[src/rtl/stream_demux_if.sv]
// One 8-bit valid/ready/last byte stream; the master drives data, the slave drives ready.
interface stream_demux_if;
  logic       valid;
  logic       last;
  logic [7:0] data;
  logic       ready;

  modport master (output valid, output last, output data, input ready);
  modport slave  (input valid, input last, input data, output ready);
endinterface

[src/rtl/stream_demux.sv]
// 1:2 packet demultiplexer: the header beat picks the port and is consumed, and payload beats
// go out through a one-entry register per port with full backpressure.
module stream_demux #(
  parameter int DEST_BIT = 0,
  parameter int CNT_W    = 8
) (
  input  logic               clk,
  input  logic               rst_n,
  stream_demux_if.slave      s,
  stream_demux_if.master     m0,
  stream_demux_if.master     m1,
  output logic               busy,
  output logic [CNT_W-1:0]   drop_cnt
);

  typedef enum logic {HDR, PAY} state_t;

  localparam logic [CNT_W-1:0] CNT_ONE = 1;

  state_t state;
  logic   sel;
  logic   sel_valid;
  logic   sel_ready;
  logic   s_ready_int;
  logic   in_xfer;
  logic   load0;
  logic   load1;

  assign sel_valid = sel ? m1.valid : m0.valid;
  assign sel_ready = sel ? m1.ready : m0.ready;

  // Headers are always accepted, because they never occupy an output register.
  always_comb begin
    s_ready_int = 1'b0;
    if (rst_n) begin
      if (state == HDR) s_ready_int = 1'b1;
      else              s_ready_int = ~sel_valid | sel_ready;
    end
  end

  assign s.ready  = s_ready_int;
  assign in_xfer  = s.valid & s_ready_int;
  assign load0    = in_xfer & (state == PAY) & ~sel;
  assign load1    = in_xfer & (state == PAY) &  sel;
  assign busy     = (state == PAY);

  always_ff @(posedge clk) begin
    if (!rst_n) begin
      state    <= HDR;
      sel      <= 1'b0;
      drop_cnt <= '0;
      m0.valid <= 1'b0;
      m0.last  <= 1'b0;
      m0.data  <= 8'h00;
      m1.valid <= 1'b0;
      m1.last  <= 1'b0;
      m1.data  <= 8'h00;
    end else begin
      case (state)
        HDR: begin
          if (in_xfer) begin
            if (s.last) begin
              if (drop_cnt != '1) drop_cnt <= drop_cnt + CNT_ONE;
            end else begin
              sel   <= s.data[DEST_BIT];
              state <= PAY;
            end
          end
        end
        PAY: begin
          if (in_xfer && s.last) state <= HDR;
        end
        default: state <= HDR;
      endcase

      // A load wins over a drain, so one beat per cycle can flow straight through.
      if (load0) begin
        m0.valid <= 1'b1;
        m0.last  <= s.last;
        m0.data  <= s.data;
      end else if (m0.valid && m0.ready) begin
        m0.valid <= 1'b0;
      end

      if (load1) begin
        m1.valid <= 1'b1;
        m1.last  <= s.last;
        m1.data  <= s.data;
      end else if (m1.valid && m1.ready) begin
        m1.valid <= 1'b0;
      end
    end
  end

endmodule

[src/flat_wrapper.sv]
// flat-port wrapper written by rule: the top's interface ports become plain ports
module stream_demux_flat 
#(
  parameter int DEST_BIT = 0,
  parameter int CNT_W    = 8
)
  (clk, rst_n, busy, drop_cnt, s_valid, s_last, s_data, s_ready, m0_valid, m0_last, m0_data, m0_ready, m1_valid, m1_last, m1_data, m1_ready);
  stream_demux_if s_i ();
  stream_demux_if m0_i ();
  stream_demux_if m1_i ();
  input  logic clk;
  input  logic rst_n;
  output logic busy;
  output logic [CNT_W-1:0] drop_cnt;
  input wire logic [$bits(s_i.valid)-1:0] s_valid;
  input wire logic [$bits(s_i.last)-1:0] s_last;
  input wire logic [$bits(s_i.data)-1:0] s_data;
  output wire logic [$bits(s_i.ready)-1:0] s_ready;
  output wire logic [$bits(m0_i.valid)-1:0] m0_valid;
  output wire logic [$bits(m0_i.last)-1:0] m0_last;
  output wire logic [$bits(m0_i.data)-1:0] m0_data;
  input wire logic [$bits(m0_i.ready)-1:0] m0_ready;
  output wire logic [$bits(m1_i.valid)-1:0] m1_valid;
  output wire logic [$bits(m1_i.last)-1:0] m1_last;
  output wire logic [$bits(m1_i.data)-1:0] m1_data;
  input wire logic [$bits(m1_i.ready)-1:0] m1_ready;
  assign s_i.valid = s_valid;
  assign s_i.last = s_last;
  assign s_i.data = s_data;
  assign s_ready = s_i.ready;
  assign m0_valid = m0_i.valid;
  assign m0_last = m0_i.last;
  assign m0_data = m0_i.data;
  assign m0_i.ready = m0_ready;
  assign m1_valid = m1_i.valid;
  assign m1_last = m1_i.last;
  assign m1_data = m1_i.data;
  assign m1_i.ready = m1_ready;
  stream_demux #(.DEST_BIT(DEST_BIT), .CNT_W(CNT_W)) u_core (.clk(clk), .rst_n(rst_n), .s(s_i), .m0(m0_i), .m1(m1_i), .busy(busy), .drop_cnt(drop_cnt));
endmodule
[config.mk]
export PLATFORM = sky130hd
export DESIGN_NAME = stream_demux_flat
export DESIGN_NICKNAME = d
export VERILOG_FILES = /design/src/rtl/stream_demux_if.sv /design/src/rtl/stream_demux.sv /design/src/flat_wrapper.sv
export SDC_FILE = /design/constraint.sdc
export NUM_CORES = 1
export LEC_CHECK = 0
export ABC_AREA = 1
export CAP_MARGIN = 20
export CORE_ASPECT_RATIO = 1.1
export CORE_UTILIZATION = 51
export CTS_BUF_LIST = sky130_fd_sc_hd__clkbuf_2 sky130_fd_sc_hd__clkbuf_4 sky130_fd_sc_hd__clkbuf_8
export DETAILED_ROUTE_END_ITERATION = 7
export HOLD_SLACK_MARGIN = 0.08
export PLACE_DENSITY = 0.92
export SYNTH_ARGS = -nofsm -noshare
export SYNTH_HDL_FRONTEND = slang
export SYNTH_SLANG_ARGS = --single-unit
[constraint.sdc]
create_clock -name clk -period 3.67 [get_ports clk]
set_clock_uncertainty 0.1 [all_clocks]
set_input_delay 0.9175 -clock clk [delete_from_list [all_inputs] [get_ports clk]]
set_output_delay 0.9175 -clock clk [all_outputs]
set_load 0.01 [all_outputs]
* Word-level counts from Yosys, hierarchy flattened *
Cells that the tools add are included.
W data, S select, Z words.

operators by class
  add/subtract/negate cells = 1
  eq/ne operators = 1
  mux-type cells = 12
  bitwise operators = 9
  reductions and logical operators = 7

operator list
  kind                   count
  $mux W1                11
  $add A8 B1 Y8 const B  1
  $ne A8 B8 Y1 const B   1
  $and A1 B1 Y1          4
  $not A1 Y1             4
  $reduce_and A4 Y1      1
  $reduce_bool A2 Y1     2
  $logic_and A1 B1 Y1    3
  $reduce_and A3 Y1      1
  $pmux W1 S2            1
  $or A1 B1 Y1           1

storage, ports and cells
  register bits = 30
  bits of input ports = 14
  output and inout bits = 30
  logic and storage cells = 39

* Longest topological paths before layout *
Gate-level depths: netlist of the first run.

  word-level depth = 9
  depth in mapped cells = 10
  depth with buffers taken out = 10

* Least setup slack after synthesis of the first run *
OpenSTA, ideal clock, no wires.

  kind = in2out
  start point = input port rst_n
  end point = output port s_ready
  data arrival time = 1,524 ps
  required time = 2,653 ps
  slack = 1,128 ps
  cell stages on the path = 4
  path buffers = 2
  cell sequence = buf_2 > buf_1 > nand2_1 > inv_1

on the way
  word-level cells in the longest chain between the ends = 1

RTL lines
  what             RTL line            source
  start, declared  flat_wrapper.sv:12  input logic rst_n;
  $mux W1          stream_demux.sv:35  if (rst_n) begin
  end, declared    flat_wrapper.sv:18  output wire logic [$bits(s_i.ready)-1:0] s_ready;

No other way between the ends.

* Worst setup path after layout of the first run *
  start point = input port m0_ready
  end point = output port s_ready

on the way
  word-level cells in the longest chain between the ends = 4

RTL lines
  what             RTL line            source
  start, declared  flat_wrapper.sv:22  input wire logic [$bits(m0_i.ready)-1:0] m0_ready;
  $mux W1          stream_demux.sv:30  assign sel_ready = sel ? m1.ready : m0.ready;
  $or A1 B1 Y1     stream_demux.sv:37  else s_ready_int = ~sel_valid | sel_ready;
  $mux W1          stream_demux.sv:36  if (state == HDR) s_ready_int = 1'b1;
  $mux W1          stream_demux.sv:35

No other way between the ends.

==> results of run 1 <==
-- layer usage --
| metal | vias up | track usage (%) | part of all wire [%] |
|---|---|---|---|
| met2 | 40 | 37.7 | 48 |
| met1 | 605 | 24.4 | 45 |
| met4 | 0 | 8.49 | 1.2 |
| li1 | 708 | - | - |
| met3 | 5 | 8.67 | 5.9 |
| met5 | - | 0 | 0 |
-- Yosys cell counts --
| cell | instances | share of area (%) |
|---|---|---|
| a21oi_1 | 10 | 3.6 |
| buf_1 | 2 | 0.55 |
| buf_2 | 1 | 0.36 |
| buf_6 | 2 | 1.6 |
| clkinv_1 | 1 | 0.27 |
| dfxtp_1 | 30 | 44 |
| ha_1 | 1 | 0.91 |
| inv_1 | 17 | 4.7 |
| inv_2 | 3 | 0.82 |
| nand2_1 | 70 | 19 |
| nand2_2 | 1 | 0.46 |
| nand3_1 | 4 | 1.5 |
| nand4_1 | 2 | 0.91 |
| nand4_4 | 1 | 1.6 |
| nor2_1 | 48 | 13 |
| nor2_2 | 1 | 0.46 |
| nor2_4 | 2 | 1.6 |
| nor3b_1 | 1 | 0.55 |
| o21ai_0 | 1 | 0.36 |
| or2_2 | 1 | 0.46 |
| xor2_1 | 5 | 3.2 |
-- report_power, final --
| part | leakage [nW] | internal, W | switching, W |
|---|---|---|---|
| clock | 0.0308 | 0.0000686 | 0.000109 |
| combinational | 0.516 | 0.0000304 | 0.0000305 |
| sequential | 0.242 | 0.000330 | 0.00000500 |
| total | 0.789 | 0.000429 | 0.000145 |
-- state kept, by name, indices dropped and copies added, names as in the netlist, named ones only --
name             flops
u_core.drop_cnt      8
u_core.m0.data       8
u_core.m0.last       1
u_core.m0.valid      1
u_core.m1.data       8
u_core.m1.last       1
u_core.m1.valid      1
u_core.sel           1
-- layout make-up --
| cell class | count | area [sq um] | area share (%) |
|---|---|---|---|
| Inverter | 21 | 78.8 | 4.24 |
| Clock buffer | 5 | 37.5 | 2.02 |
| Sequential cell | 30 | 601 | 32.3 |
| Timing Repair Buffer | 44 | 438 | 23.5 |
| Tap cell | 31 | 38.8 | 2.08 |
| Multi-Input combinational cell | 148 | 657 | 35.3 |
| Clock inverter | 2 | 10.0 | 0.538 |
-- stage by stage --
stage / cells / setup slack (ps) / cell area [sq um] / total power (W) / hold WS (ps)
global route: 281 / 251 / 1860 / 0.000600 / 413
floorplan: 204 / 1130 / 1370 / 0.000373 / 408
finish: 281 / 348 / 1860 / 0.000574 / 386
CTS: 281 / 344 / 1860 / 0.000580 / 389
detailed placement: 274 / 346 / 1810 / 0.000404 / 373
global placement: 274 / 369 / 1810 / 0.000402 / 361
-- path summary, 6_finish.rpt --
| path | start | end | cells past startpoint |
|---|---|---|---|
| max | m0_ready | s_ready | 8 |
| max reg2reg | u_core.drop_cnt[0] | u_core.drop_cnt[6] | 8 |
| min | u_core.m1.data[5] | u_core.m1.data[5] | 2 |
| min reg2reg | u_core.m1.data[5] | u_core.m1.data[5] | 2 |
-- cells by family (layout without fill, tap and decap cells) --
logic type	after synthesis	after routing
AO/OA/AOI/OAI	11	11
XOR/XNOR	5	5
adder cells (fa/ha/maj)	1	1
buffers and inverters	26	72
flip-flops	30	30
AND/OR/NAND/NOR	131	131
-- layout by cell type, fill, tap and decap left out --
| cell type | Yosys | final |
|---|---|---|
| dfxtp_1 | 30 | 30 |
| a21oi_1 | 10 | 10 |
| nand4_1 | 2 | 2 |
| buf_4 | 0 | 1 |
| nand4_4 | 1 | 1 |
| nor2_1 | 48 | 48 |
| nor2_4 | 2 | 2 |
| ha_1 | 1 | 1 |
| nand3_1 | 4 | 4 |
| clkdlybuf4s50_1 | 0 | 43 |
| nor2_2 | 1 | 1 |
| nand2_1 | 70 | 70 |
| xor2_1 | 5 | 5 |
| inv_2 | 3 | 3 |
| nor3b_1 | 1 | 1 |
| or2_2 | 1 | 1 |
| nand2_2 | 1 | 1 |
| clkinv_2 | 0 | 2 |
| o21ai_0 | 1 | 1 |
| clkinv_1 | 1 | 1 |
| clkbuf_4 | 0 | 5 |
| inv_1 | 17 | 17 |
-- worst reg2reg max path, cell delays in order (launching register included) --
cell and delay [ps]:
dfxtp_1 360, ha_1 230, nand2_1 90, nor2_1 70, a21oi_1 190, inv_1 70
nor2_2 310, nand2_1 110, a21oi_1 140
==> impl_metrics.json, run 1 <==
{
  "fmax_ghz": 0.301,
  "portBuffers": 43,
  "drc": 0,
  "vias_per_cell": 4.83,
  "critPathSlowestCell": "clkdlybuf4s50_1",
  "die_y_microns": 56.4,
  "cts.path.max_buffers": 2,
  "status": "complete, no violations",
  "cts_tree": "done",
  "finalCriticalPeriod_ps": 3320,
  "cts.clk_slew.worst_paths_ps": 80,
  "initial_utilization_pct": 54.4,
  "maxCapViolCount": 0,
  "ys_seq_elements": 30,
  "drt-initial-drc-count": 15,
  "die_area_sq_mm": 0.00290,
  "grt_usage_pct": 22.2,
  "syn_area_sq_mm": 0.00137,
  "maxSlewViolCount": 0,
  "antennaDiodeCount": 0,
  "root_buffer": "clkbuf_4",
  "cts-resized-gates": 0,
  "drive_above_1_share_pct": 6.80,
  "path_delay_family": "buffers and inverters",
  "placementRows": 19,
  "worst-endpoint-arrival_ps": 2300,
  "synth_adder_area_share_pct": 0.912,
  "path_common_cell": "nand2_1",
  "end_kind": "output port",
  "syn_nets": 219,
  "post_cts_buffers": 0,
  "peakVddDrop_uv": 299,
  "rsz0062_at_grt": "no",
  "drtAntennaViolNets": 0,
  "crit_type": "in2out",
  "gr-total-overflow": 0,
  "grt_pass1_vias": 1249,
  "synthCells": 204,
  "synthSimpleGateAreaFrac_pct": 39.8,
  "io_pins": 44,
  "hp-class": "reg2reg",
  "clock_latency_ps": 330,
  "fillers": 222,
  "grt_pass1_wl_mm": 4.84,
  "num_vias": 1358,
  "rrSetupSlack_ps": 1920,
  "synth_top_family_by_area": "simple AND/OR/NAND/NOR gates",
  "cts_buffers": 5,
  "max_stage_delay_ps": 520,
  "start_kind": "input port",
  "area_growth_pct": 35.7,
  "slew_headroom_pct": 71.4,
  "finish.net_count": 265,
  "ys_warn_count": 0,
  "drt_pass1_iterations": 4,
  "tns_ps": 0,
  "synth-xor-area-share_pct": 3.19,
  "crit_buf_inv": 4,
  "grt_max_degree": 25,
  "powerDensity_mw_per_mm2": 308,
  "dp_hpwl_mm": 2.07,
  "antenna_found_initial": 0,
  "setup_viol": 0,
  "synthMuxAreaShare_pct": 0,
  "yosysSeqAreaShare_pct": 43.8,
  "worst_pin_slew_ps": 428,
  "hold_violations": 0,
  "synth_compound_area_share_pct": 4.01,
  "routedWlPerCell_microns": 10.1,
  "postCtsHoldBufs": 0,
  "required_ps": 2650,
  "fin_util_pct": 73.8,
  "leakage_nw": 0.789,
  "wirelength_mm": 2.85,
  "worstPathMaxFanout": 3,
  "synth_cell_types": 21,
  "die_width_microns": 51.4,
  "avgSynthCellArea_sq_um": 6.72,
  "htree_num_levels": 2,
  "cp_cell_sequence": "clkdlybuf4s50_1, inv_1, nand2_1, nand2_1, nand3_1, nand2_1, inv_1, clkdlybuf4s50_1",
  "post-route-period-util_pct": 90.5,
  "gp_congestion": 0.784,
  "clkSinkCount": 30,
  "coreArea_sq_mm": 0.00252
}
No activity file was read; power rests on OpenSTA's default activity.
==> run 2: changes to the inputs <==
==> constraint.sdc (replaced) <==
create_clock -name clk -period 3.67 [get_ports clk]
set_clock_uncertainty 0.1 [all_clocks]
set_input_delay 0.9175 -clock clk [delete_from_list [all_inputs] [get_ports clk]]
set_output_delay 0.9175 -clock clk [all_outputs]
set_load 0.005 [all_outputs]
==> run 2 against run 1 <==
Net effect:
- worst setup slack gained 32 ps
- global-route usage is essentially flat
- first-iteration DRC count is the same
- flip-flop and latch count is the same
- combinational power shrank 3%
- die area is the same
- cell count grew 0.36%
- critical endpoint unchanged
- critical path depth is the same
- sequential share of layout area shrank 0.28 points
- largest power group unchanged
- power grew 5.0%
- routed wire length is essentially flat
- core utilization grew 0.65 points
==> impl_metrics.json, run 2 (synthesis gave the netlist of run 1 again) <==
{
  "hp-class": "reg2reg",
  "worst-endpoint-arrival_ps": 2270,
  "crit_type": "in2out",
  "worst_pin_slew_ps": 435,
  "postCtsHoldBufs": 0,
  "initial_utilization_pct": 54.4,
  "finalPower_w": 0.000602,
  "maxCapViolCount": 0,
  "maxSlewViolCount": 0,
  "multi_input_area_sq_um": 657,
  "seqCellArea_sq_um": 601,
  "grt_pass1_vias": 1172,
  "placementRows": 19,
  "grt_usage_pct": 22.2,
  "final_common_cell": "nand2_1",
  "drc": 0,
  "cts.clk_slew.worst_paths_ps": 100,
  "grt_pass1_wl_mm": 4.85,
  "reg_top3": "u_core.drop_cnt (8), u_core.m0.data (8), u_core.m1.data (8)",
  "fmax_ghz": 0.304,
  "cts.path.max_buffers": 2,
  "num_vias": 1338,
  "antenna_found_initial": 0,
  "status": "complete, no violations",
  "start_kind": "input port",
  "drt_pass1_iterations": 4,
  "die_area_sq_mm": 0.00290,
  "root_buffer": "clkbuf_4",
  "portBuffers": 43,
  "grt_max_degree": 25,
  "post-route-period-util_pct": 89.7,
  "rsz0062_at_grt": "no",
  "wirelength_mm": 2.85,
  "drive_above_1_share_pct": 7.17,
  "drt-initial-drc-count": 15,
  "end_kind": "output port",
  "finish.net_count": 265,
  "finalCriticalPeriod_ps": 3290,
  "dp_hpwl_mm": 2.07,
  "hold_violations": 0,
  "clock_latency_ps": 330,
  "clkSinkCount": 30,
  "worstPathMaxFanout": 3,
  "vias_per_cell": 4.74,
  "r2r_start": "u_core.drop_cnt[0]",
  "drtAntennaViolNets": 0,
  "routedWlPerCell_microns": 10.1,
  "die_y_microns": 56.4,
  "die_width_microns": 51.4,
  "holdWs_ps": 387,
  "final_cell_mix": "nand2_1 (70), nor2_1 (48), clkdlybuf4s50_1 (43)",
  "tns_ps": 0,
  "antennaDiodeCount": 0,
  "htree_num_levels": 2,
  "gr-total-overflow": 0,
  "required_ps": 2650,
  "io_pins": 44,
  "peakVddDrop_uv": 306,
  "crit_start": "m1_ready",
  "slew_headroom_pct": 70.9,
  "hp-start": "u_core.m0.data[2]",
  "powerDensity_mw_per_mm2": 321,
  "cts_tree": "done",
  "coreArea_sq_mm": 0.00252,
  "gp_congestion": 0.784,
  "area_growth_pct": 36.9,
  "fillers": 211,
  "leakage_nw": 0.792,
  "cts-resized-gates": 0,
  "setup_viol": 0,
  "cts_buffers": 5,
  "post_cts_buffers": 0
}
-- run 2: metal layers --
layer / vias to the layer above / global-route usage, % / share of wire [%]
met2: 42 / 36.7 / 48
met4: 0 / 7.34 / 0.91
met3: 4 / 8.67 / 6.3
met1: 586 / 25.7 / 45
met5: - / 0 / 0
li1: 706 / - / -
-- run 2: path summary, 6_finish.rpt --
check	to	slack [ps]	cells after the start
worst min register to register	u_core.m0.data[2]	390	2
worst max-delay path	s_ready	380	8
worst max register to register	u_core.drop_cnt[4]	1880	8
worst min-delay path	u_core.m0.data[2]	390	2
-- run 2: power by group --
part	total [W]	internal, W	switching (W)
sequential	0.000335	0.000330	0.00000496
combinational	0.0000592	0.0000303	0.0000288
clock	0.000208	0.0000919	0.000116
total	0.000602	0.000452	0.000150
-- run 2: through the flow --
step	setup WS, ps	cells	utilization (%)	instance area [sq um]
2_1_floorplan	1160	204	-	1370
3_3_place_gp	403	274	71.9	1810
3_5_place_dp	382	274	71.9	1810
4_1_cts	381	282	74.5	1880
5_1_grt	301	282	74.5	1880
6_report	380	282	74.5	1880
-- run 2: critical path: stages --
cell and delay (ps):
clkdlybuf4s50_1 470, inv_1 40, nand2_1 70, nand2_1 50, nand3_1 120, nand2_1 70, inv_1 50, clkdlybuf4s50_1 480
-- run 2: final cells by class --
class                   count  share of cell area (%)
clock buffers               6                    2.73
well taps                  31                    2.07
inverters                  21                    4.20
multi-input cells         148                    35.0
repair buffers             44                    23.3
flip-flops and latches     30                    32.0
clock inverters             2                   0.667
==> run 3: changes to the inputs <==
--- a/config.mk
+++ b/config.mk
@@ -13,6 +13,8 @@
 export DETAILED_ROUTE_END_ITERATION = 7
 export HOLD_SLACK_MARGIN = 0.08
 export PLACE_DENSITY = 0.92
+export SETUP_SLACK_MARGIN = 0.3
+export SLEW_MARGIN = 10
 export SYNTH_ARGS = -nofsm -noshare
 export SYNTH_HDL_FRONTEND = slang
 export SYNTH_SLANG_ARGS = --single-unit
==> results of run 3 <==
The final DEF is identical to that of run 2; final timing and power are the same.
